===== src/rtl/lc3_fetch.sv =====
// lc3_fetch: instruction fetch stage for the LC-3 core.
//
// Issues single-word reads to instruction memory (req/gnt, then rvalid) with
// at most one read outstanding, buffers {pc, word} pairs in a small prefetch
// FIFO, and hands the FIFO head to the CPU over valid/ready. It supports
// branch redirect (flush + refetch) and a sticky halt.
//
// Ports:
//   i_clk, i_rst                 clock, async active-high reset
//   o_mem_req/o_mem_addr         read request and address (= fetch PC)
//   i_mem_gnt                    request accepted this cycle
//   i_mem_rvalid/i_mem_rdata     read response
//   o_instr_valid/o_instr/o_instr_pc  FIFO head to the CPU
//   i_instr_ready                CPU pops the head
//   i_redirect/i_redirect_pc     taken branch: flush and refetch
//   i_halt                       stop issuing fetches until reset

// One prefetch FIFO slot: PC and instruction word, written on i_we.
module lc3_fetch_slot #(
  parameter int ADDR_W = 16,
  parameter int DATA_W = 16
) (
  input  logic              i_clk,
  input  logic              i_rst,
  input  logic              i_we,
  input  logic [ADDR_W-1:0] i_pc,
  input  logic [DATA_W-1:0] i_data,
  output logic [ADDR_W-1:0] o_pc,
  output logic [DATA_W-1:0] o_data
);
  logic [ADDR_W-1:0] r_pc;
  logic [DATA_W-1:0] r_data;

  always_ff @(posedge i_clk or posedge i_rst) begin
    if (i_rst) begin
      r_pc   <= '0;
      r_data <= '0;
    end else if (i_we) begin
      r_pc   <= i_pc;
      r_data <= i_data;
    end
  end

  assign o_pc   = r_pc;
  assign o_data = r_data;
endmodule

module lc3_fetch #(
  parameter int              ADDR_W     = 16,
  parameter int              DATA_W     = 16,
  parameter int              FIFO_DEPTH = 4,
  parameter logic [ADDR_W-1:0] RESET_PC = '0
) (
  input  logic              i_clk,
  input  logic              i_rst,
  output logic              o_mem_req,
  output logic [ADDR_W-1:0] o_mem_addr,
  input  logic              i_mem_gnt,
  input  logic              i_mem_rvalid,
  input  logic [DATA_W-1:0] i_mem_rdata,
  output logic              o_instr_valid,
  output logic [DATA_W-1:0] o_instr,
  output logic [ADDR_W-1:0] o_instr_pc,
  input  logic              i_instr_ready,
  input  logic              i_redirect,
  input  logic [ADDR_W-1:0] i_redirect_pc,
  input  logic              i_halt
);
  localparam int PTR_W = $clog2(FIFO_DEPTH);
  localparam int CNT_W = PTR_W + 1;
  localparam logic [CNT_W-1:0] DEPTH_C = CNT_W'(FIFO_DEPTH);

  typedef enum logic [2:0] {
    S_IDLE   = 3'd0,
    S_REQ    = 3'd1,
    S_WAIT   = 3'd2,
    S_DRAIN  = 3'd3,
    S_HALTED = 3'd4
  } state_t;

  state_t            r_state, w_state_nxt;
  logic [ADDR_W-1:0] r_fetch_pc;
  logic [ADDR_W-1:0] r_req_pc;
  logic              r_halt;
  logic [PTR_W-1:0]  r_wr_ptr, r_rd_ptr;
  logic [CNT_W-1:0]  r_count;

  logic              w_halt;
  logic              w_gnt;
  logic              w_push;
  logic              w_pop;
  logic [CNT_W-1:0]  w_count_nxt;

  logic [FIFO_DEPTH-1:0]             w_slot_we;
  logic [FIFO_DEPTH-1:0][ADDR_W-1:0] w_slot_pc;
  logic [FIFO_DEPTH-1:0][DATA_W-1:0] w_slot_data;

  // Halt takes effect in the cycle it is first seen, then stays latched.
  assign w_halt = r_halt | i_halt;
  assign w_gnt  = (r_state == S_REQ) & i_mem_gnt;
  // A redirect discards both the returning word and any pop in that cycle.
  assign w_push = (r_state == S_WAIT) & i_mem_rvalid & ~i_redirect;
  assign w_pop  = (r_count != '0) & i_instr_ready & ~i_redirect;
  // Occupancy after this cycle's push/pop; decides whether WAIT may refetch.
  assign w_count_nxt = r_count + CNT_W'(w_push) - CNT_W'(w_pop);

  // ---------------- FSM: state register ----------------
  always_ff @(posedge i_clk or posedge i_rst) begin
    if (i_rst) r_state <= S_IDLE;
    else       r_state <= w_state_nxt;
  end

  // ---------------- FSM: next state ----------------
  always_comb begin
    w_state_nxt = r_state;
    case (r_state)
      S_IDLE: begin
        // A redirect empties the FIFO, so there is room by construction.
        if (w_halt)                               w_state_nxt = S_HALTED;
        else if (i_redirect || r_count < DEPTH_C) w_state_nxt = S_REQ;
      end
      S_REQ: begin
        if (i_redirect)     w_state_nxt = i_mem_gnt ? S_DRAIN : S_REQ;
        else if (i_mem_gnt) w_state_nxt = S_WAIT;
        else if (w_halt)    w_state_nxt = S_HALTED;
      end
      S_WAIT: begin
        if (i_redirect) begin
          // Stale response: drop it now, or drain it later if not yet back.
          if (i_mem_rvalid) w_state_nxt = w_halt ? S_HALTED : S_REQ;
          else              w_state_nxt = S_DRAIN;
        end else if (i_mem_rvalid) begin
          if (w_halt)                     w_state_nxt = S_HALTED;
          else if (w_count_nxt < DEPTH_C) w_state_nxt = S_REQ;
          else                            w_state_nxt = S_IDLE;
        end
      end
      S_DRAIN: begin
        if (i_mem_rvalid) w_state_nxt = S_IDLE;
      end
      S_HALTED: w_state_nxt = S_HALTED;
      default:  w_state_nxt = S_IDLE;
    endcase
  end

  // ---------------- FSM: outputs ----------------
  always_comb begin
    o_mem_req = (r_state == S_REQ);
  end

  assign o_mem_addr = r_fetch_pc;

  // ---------------- fetch PC / halt ----------------
  always_ff @(posedge i_clk or posedge i_rst) begin
    if (i_rst) begin
      r_fetch_pc <= RESET_PC;
      r_req_pc   <= RESET_PC;
      r_halt     <= 1'b0;
    end else begin
      if (i_halt) r_halt <= 1'b1;
      if (w_gnt) r_req_pc <= r_fetch_pc;
      // Redirect wins over the post-grant increment (granted fetch is stale).
      if (i_redirect) r_fetch_pc <= i_redirect_pc;
      else if (w_gnt) r_fetch_pc <= r_fetch_pc + ADDR_W'(1);
    end
  end

  // ---------------- FIFO pointers ----------------
  always_ff @(posedge i_clk or posedge i_rst) begin
    if (i_rst) begin
      r_wr_ptr <= '0;
      r_rd_ptr <= '0;
      r_count  <= '0;
    end else if (i_redirect) begin
      r_wr_ptr <= '0;
      r_rd_ptr <= '0;
      r_count  <= '0;
    end else begin
      if (w_push) r_wr_ptr <= r_wr_ptr + PTR_W'(1);
      if (w_pop)  r_rd_ptr <= r_rd_ptr + PTR_W'(1);
      r_count <= w_count_nxt;
    end
  end

  // ---------------- FIFO storage ----------------
  for (genvar g = 0; g < FIFO_DEPTH; g++) begin : g_slot
    assign w_slot_we[g] = w_push && (r_wr_ptr == PTR_W'(g));

    lc3_fetch_slot #(
      .ADDR_W (ADDR_W),
      .DATA_W (DATA_W)
    ) u_slot (
      .i_clk  (i_clk),
      .i_rst  (i_rst),
      .i_we   (w_slot_we[g]),
      .i_pc   (r_req_pc),
      .i_data (i_mem_rdata),
      .o_pc   (w_slot_pc[g]),
      .o_data (w_slot_data[g])
    );
  end

  // Head comes straight from slot registers, so it holds while stalled.
  assign o_instr_valid = (r_count != '0);
  assign o_instr       = w_slot_data[r_rd_ptr];
  assign o_instr_pc    = w_slot_pc[r_rd_ptr];
endmodule


===== config.mk =====
export PLATFORM = sky130hd
export DESIGN_NAME = lc3_fetch
export DESIGN_NICKNAME = d
export VERILOG_FILES = /design/src/rtl/lc3_fetch.sv
export SDC_FILE = /design/constraint.sdc
export NUM_CORES = 1
export LEC_CHECK = 0
export CAP_MARGIN = 15
export CORE_ASPECT_RATIO = 1.2
export CORE_UTILIZATION = 55
export DETAILED_ROUTE_END_ITERATION = 10
export HOLD_SLACK_MARGIN = 0.06
export PLACE_DENSITY = 0.76
export SLEW_MARGIN = 40
export SYNTH_ARGS = -nofsm -noshare
export SYNTH_HDL_FRONTEND = slang
export SYNTH_HIERARCHICAL = 1
export SYNTH_SLANG_ARGS = --single-unit

===== constraint.sdc =====
create_clock -name i_clk -period 3.1 [get_ports i_clk]
set_input_delay 0.62 -clock i_clk [delete_from_list [all_inputs] [get_ports i_clk]]
set_output_delay 0.62 -clock i_clk [all_outputs]
set_load 0.01 [all_outputs]

==> flow_metrics.env, run 1 <==
export IMPL_outcome="finished clean"
export IMPL_viasPerCell=5.67
export IMPL_drc=0
export IMPL_yosysMostFrequentCell="dfrtp_1"
export IMPL_hold_viol_final=0
export IMPL_rrSetupSlack_ns=0.29
export IMPL_synth_edff_count=0
export IMPL_synth_seq_area_share_pct=51.4
export IMPL_dr_first_iter_drc_count=277
export IMPL_synth_largest_area_cell="dfrtp_1"
export IMPL_synth_top_area_share_pct=51.4
export IMPL_hold_end="r_halt$_DFFE_PP0P_"
export IMPL_criticalPathCategory="in2reg"
export IMPL_hold_start="r_halt$_DFFE_PP0P_"
export IMPL_drive_gt1_share_pct=37.2
export IMPL_leakagePower_nw=4.50
export IMPL_synth_avg_cell_area_um2=15.9
export IMPL_antenna_found_initial=0
export IMPL_detail_route_first_pass_iterations=4
export IMPL_synth_area_um2=8320
export IMPL_wl_um=17400
export IMPL_nNetsFinal=666
export IMPL_cts_setup_buffers=0
export IMPL_n_antenna_cell=0
export IMPL_clock_latency_ns=0.43
export IMPL_cp_max_fo=4
export IMPL_dieArea_um2=15600
export IMPL_rr_endpoint="r_state[0]$_DFFE_PP0P_"
export IMPL_vdd_drop_max_uv=373
export IMPL_grt_first_pass_wirelength_um=29000
export IMPL_cts_repair_resized=0
export IMPL_grt_pass1_vias=5328
export IMPL_slew_headroom_pct=56.6
export IMPL_synth_ff_type="dfrtp_1"
export IMPL_skew_ns=0.00840
export IMPL_dr_total_vias=4719
export IMPL_hold_path_depth=2
export IMPL_yosys_top_cells_count="dfrtp_1 (171), mux2_4 (120), mux4_2 (32)"
export IMPL_layout_min_cycle_time_ns=2.91
export IMPL_ios=89
export IMPL_p_per_area_nw_per_um2=503
export IMPL_whs_ns=0.502
export IMPL_ys_ff_latch=171
export IMPL_portBuffers=88
export IMPL_syn_to_final_growth_pct=19.4
export IMPL_async_flop_share_pct=100
export IMPL_crit_arrival_ns=3.24
export IMPL_rsz0062_at_grt="no"
export IMPL_worst_ep_required_time_ns=3.44
export IMPL_max_clock_path_buffers=2
export IMPL_core_um2=14600
export IMPL_wl_per_cell_um=21.0
export IMPL_fmax_mhz=344
export IMPL_cts_tree="built"
export IMPL_cts_hold_buf=0
export IMPL_root_buffer="clkbuf_16"
export IMPL_setup_violations=0
export IMPL_critPathCaptureType="flip-flop"
export IMPL_rows=48
export IMPL_fin_crit_sh_pct=93.8
export IMPL_dieWidth_um=114
export IMPL_slew_violations=0
export IMPL_cts_made_buffers=17
export IMPL_grt_overflow=0
export IMPL_dp_hpwl_um=11600
export IMPL_dieHeight_um=137
export IMPL_synthDistinctLibCells=40
export IMPL_hold_path_class="reg2reg"
export IMPL_syn_inst=524
export IMPL_synth_nets=571
export IMPL_grt_max_degree=44
export IMPL_tightest_slew_ns=0.651
export IMPL_drv_cap=0
export IMPL_timing_rr_start="r_count[1]$_DFF_PP0_"
export IMPL_grt_total_usage_pct=24.8
export IMPL_clk_pin_slew_ns=0.06
export IMPL_r2r_cells=12
export IMPL_ant_nets=0
export IMPL_htree_num_levels=4
export IMPL_place_congestion=0.844
export IMPL_clock_sinks=171
export IMPL_ys_warn_count=6
export IMPL_start_kind="primary input"
export IMPL_synth_area_leaders="dfrtp_1 (51%), mux2_4 (22%), mux4_2 (8.7%)"
export IMPL_p_total_w=0.00500
export IMPL_initial_core_util_pct=57.0
## placed cells by master, fill, tap and decap left out, types with 2 or more instances in the layout
cell type,instances
dfrtp_1,170
mux2_4,120
clkdlybuf4s50_1,88
mux4_2,32
mux2_2,23
nand2_1,21
clkbuf_16,17
buf_4,16
o21ai_0,15
inv_1,13
nor2_1,13
xor2_1,9
clkbuf_8,9
xnor2_1,7
ha_1,7
nand3_1,6
buf_12,6
nor2b_1,5
a21oi_1,5
mux2i_1,4
nor3_1,4
and3_1,4
nand4_1,4
and2_2,4
a31oi_1,3
nor4_1,3
clkinv_2,3
or3_1,2
and4_1,2
o21a_1,2
## critical path: stages
cell and delay, ns:
clkdlybuf4s50_1 0.53, nand2_1 0.09, nor4_1 0.25, inv_1 0.10, ha_1 0.28, inv_1 0.06, ha_1 0.13, inv_1 0.05
fa_1 0.37, xor2_1 0.16, xnor2_1 0.20, a31oi_1 0.13, a211oi_1 0.25
## metal layers
layer	global-route usage, %	up-vias	wire, um
met5	0	-	0
met2	41.4	138	8890
met1	31.6	2476	7530
li1	-	2079	-
met4	9.81	0	397
met3	5.31	26	622
## logic make-up (layout without fill, tap and decap cells)
logic type               Yosys count  after routing  share of synthesized area [%]
multiplexers                     179            179                           33.9
flip-flops                       171            171                           51.4
AND/OR/NAND/NOR                   72             72                           4.48
buffers and inverters             47            155                           5.02
AO/OA/AOI/OAI                     31             31                           2.17
XOR/XNOR                          16             16                           1.68
adder cells (fa/ha/maj)            8              8                           1.29
## metrics by stage
stage                     setup TNS [ns]  area [um2]  worst slack (ns)  utilization (%)  cells
after floorplan                        0        8320             0.283                -    524
after CTS                              0        9930             0.221             68.1    832
after global routing                   0        9930            0.0920             68.1    832
after global placement           -0.0611        9330           -0.0611             63.9    800
final                                  0        9930             0.192             68.1    832
after detailed placement          -0.214        9330            -0.214             63.9    800
## area by class of cell
class	count	area, um2
fill	1016	4660
sequential	171	4280
multi-input combinational	306	3630
timing repair buffer	110	1120
clock buffer	27	553
tap	200	250
clock inverter	5	52.6
inverter	13	48.8
## state kept, by name, summed over array words and instances, names as in the netlist
name,cells
r_count,3
r_halt,1
r_req_pc,16
r_rd_ptr,2
g_slot.u_slot/o_data,64
g_slot.u_slot/o_pc,64
r_wr_ptr,2
r_state,3
o_mem_addr,16
## worst max-delay path by stage
stage / slack [ns] / depth (start not counted) / start / endpoint
2_1_floorplan: 0.28 / 12 / i_redirect / r_state[0]$_DFFE_PP0P_
3_3_place_gp: -0.06 / 13 / i_mem_rvalid / r_state[0]$_DFFE_PP0P_
3_5_place_dp: -0.21 / 13 / i_mem_rvalid / r_state[0]$_DFFE_PP0P_
4_1_cts: 0.22 / 13 / i_mem_rvalid / r_state[0]$_DFFE_PP0P_
5_1_grt: 0.09 / 13 / i_mem_rvalid / r_state[0]$_DFFE_PP0P_
6_report: 0.19 / 13 / i_mem_rvalid / r_state[0]$_DFFE_PP0P_
## report_power, final
group	switching, W	leakage, nW	internal (W)
sequential	0.0000613	2.34	0.00228
combinational	0.000267	1.85	0.000266
clock	0.000832	0.301	0.00130
Note: power is estimated with default switching activity, not from simulation.
==> inputs of run 2 (changes only) <==
--- a/config.mk
+++ b/config.mk
@@ -5,12 +5,13 @@
 export SDC_FILE = /design/constraint.sdc
 export NUM_CORES = 1
 export LEC_CHECK = 0
-export CAP_MARGIN = 15
+export CAP_MARGIN = 20
 export CORE_ASPECT_RATIO = 1.2
 export CORE_UTILIZATION = 55
 export DETAILED_ROUTE_END_ITERATION = 10
 export HOLD_SLACK_MARGIN = 0.06
 export PLACE_DENSITY = 0.76
+export SETUP_SLACK_MARGIN = 0.1
 export SLEW_MARGIN = 40
 export SYNTH_ARGS = -nofsm -noshare
 export SYNTH_HDL_FRONTEND = slang
==> flow_metrics.env, run 2 (synthesis gave the netlist of run 1 again) <==
export IMPL_htree_num_levels=4
export IMPL_clk_pin_slew_ns=0.06
export IMPL_vdd_drop_max_uv=373
export IMPL_ant_nets=0
export IMPL_dieArea_um2=15600
export IMPL_grt_total_usage_pct=24.8
export IMPL_fillers=1016
export IMPL_max_clock_path_buffers=2
export IMPL_drv_cap=0
export IMPL_nNetsFinal=666
export IMPL_antenna_found_initial=0
export IMPL_rsz0062_at_grt="no"
export IMPL_grt_pass1_vias=5328
export IMPL_cts_hold_buf=0
export IMPL_tightest_slew_ns=0.658
export IMPL_hold_path_class="reg2reg"
export IMPL_drc=0
export IMPL_leakagePower_nw=4.50
export IMPL_worst_ep_required_time_ns=3.44
export IMPL_crit_path_cell_trace="clkdlybuf4s50_1 > nand2_1 > nor4_2 > inv_1 > ha_1 > inv_1 > ha_1 > inv_1 > fa_1 > xor2_1 > xnor2_1 > a31oi_1 > a211oi_1"
export IMPL_wl_um=17500
export IMPL_max_stage_delay_ns=0.53
export IMPL_grt_max_degree=44
export IMPL_portBuffers=88
export IMPL_skew_ns=0.00855
export IMPL_p_per_area_nw_per_um2=503
export IMPL_dr_total_vias=4693
export IMPL_dpl_cell_area_um2=9330
export IMPL_criticalPathCategory="in2reg"
export IMPL_crit_arrival_ns=3.18
export IMPL_post_route_cell_area_um2=9940
export IMPL_start_kind="primary input"
export IMPL_drive_gt1_share_pct=37.3
export IMPL_grt_first_pass_wirelength_um=29000
export IMPL_cts_tree="built"
export IMPL_core_um2=14600
export IMPL_syn_to_final_growth_pct=19.5
export IMPL_setup_violations=0
export IMPL_cts_setup_buffers=0
export IMPL_initial_core_util_pct=57.0
export IMPL_dp_hpwl_um=11600
export IMPL_place_congestion=0.844
export IMPL_grt_overflow=0
export IMPL_fin_crit_sh_pct=91.7
export IMPL_layout_min_cycle_time_ns=2.84
export IMPL_p_total_w=0.00500
export IMPL_critPathCaptureType="flip-flop"
export IMPL_outcome="finished clean"
export IMPL_r2r_cells=12
export IMPL_cpMaxStageDelayCell="clkdlybuf4s50_1"
export IMPL_rows=48
export IMPL_detail_route_first_pass_iterations=4
export IMPL_fmax_mhz=352
export IMPL_root_buffer="clkbuf_16"
export IMPL_viasPerCell=5.64
export IMPL_hold_path_depth=2
export IMPL_ios=89
export IMPL_hold_viol_final=0
export IMPL_mostFrequentLayoutCell="dfrtp_1"
export IMPL_dr_first_iter_drc_count=273
export IMPL_clock_latency_ns=0.43
export IMPL_wl_per_cell_um=21.1
export IMPL_slew_headroom_pct=56.1
export IMPL_slew_violations=0
export IMPL_dieWidth_um=114
export IMPL_dieHeight_um=137
export IMPL_n_antenna_cell=0
export IMPL_crit_top_cell="inv_1"
export IMPL_cp_max_fo=4
export IMPL_final_cell_mix="dfrtp_1 (170), mux2_4 (120), clkdlybuf4s50_1 (88)"
export IMPL_clock_sinks=171
export IMPL_cts_made_buffers=17
-- run 2: cell counts in the layout (fill, tap and decap cells not counted) --
No cell type changed its count.
-- run 2: worst max-delay path: cells and delay by family --
kind	cells	cell delay, ns
adders and majority gates	3	0.78
buffers and inverters	4	0.73
AOI/OAI and AO/OA	2	0.37
xor gates and xnor gates	2	0.36
and+or+nand+nor	2	0.30
-- run 2: metrics by stage --
stage | hold WS, ns | TNS [ns] | std cells | setup WS, ns | util [%]
5_1_grt | 0.512 | 0 | 832 | 0.141 | 68.1
4_1_cts | 0.495 | 0 | 832 | 0.221 | 68.1
6_report | 0.494 | 0 | 832 | 0.258 | 68.1
3_5_place_dp | 0.480 | -0.214 | 800 | -0.214 | 63.9
2_1_floorplan | 0.436 | 0 | 524 | 0.283 | -
3_3_place_gp | 0.467 | -0.0611 | 800 | -0.0611 | 63.9
-- run 2: worst paths after layout --
kind                                       from                                      end  slack [ns]
max                                i_mem_rvalid                   r_state[0]$_DFFE_PP0P_        0.26
min                          r_halt$_DFFE_PP0P_                       r_halt$_DFFE_PP0P_        0.49
max reg2reg                r_count[1]$_DFF_PP0_                   r_state[0]$_DFFE_PP0P_        0.30
min reg2reg                  r_halt$_DFFE_PP0P_                       r_halt$_DFFE_PP0P_        0.49
max in group asynchronous                 i_rst  g_slot[1].u_slot/o_data[11]$_DFFE_PP0P_        1.75
min in group asynchronous                 i_rst    g_slot[2].u_slot/o_pc[13]$_DFFE_PP0P_        0.71
-- run 2: final cells by class --
type | count | area [um2] | area share [%]
inverters | 13 | 48.8 | 0.491
repair buffers | 110 | 1120 | 11.3
well taps | 200 | 250 | 2.52
flip-flops and latches | 171 | 4280 | 43.1
clock inverters | 5 | 52.6 | 0.529
clock buffers | 27 | 553 | 5.56
multi-input cells | 306 | 3630 | 36.6
-- run 2: power by group --
group | internal, W | leakage [nW] | switching [W]
registers | 0.00228 | 2.34 | 0.0000610
logic | 0.000266 | 1.85 | 0.000268
clock network | 0.00130 | 0.301 | 0.000833
-- run 2: what timing repair did --
| item | 4_1_cts | 5_1_grt |
|---|---|---|
| gates resized for setup | 0 | 1 |
| endpoints found under the hold margin | 0 | 0 |
| endpoints found under the setup margin | 0 | 1 |
-- run 2: layer usage --
layer	track usage, %	vias up	routed length [um]
li1	-	2081	-
met1	31.6	2479	7700
met2	41.4	110	8890
met3	5.31	23	549
met4	9.81	0	391
met5	0	-	0
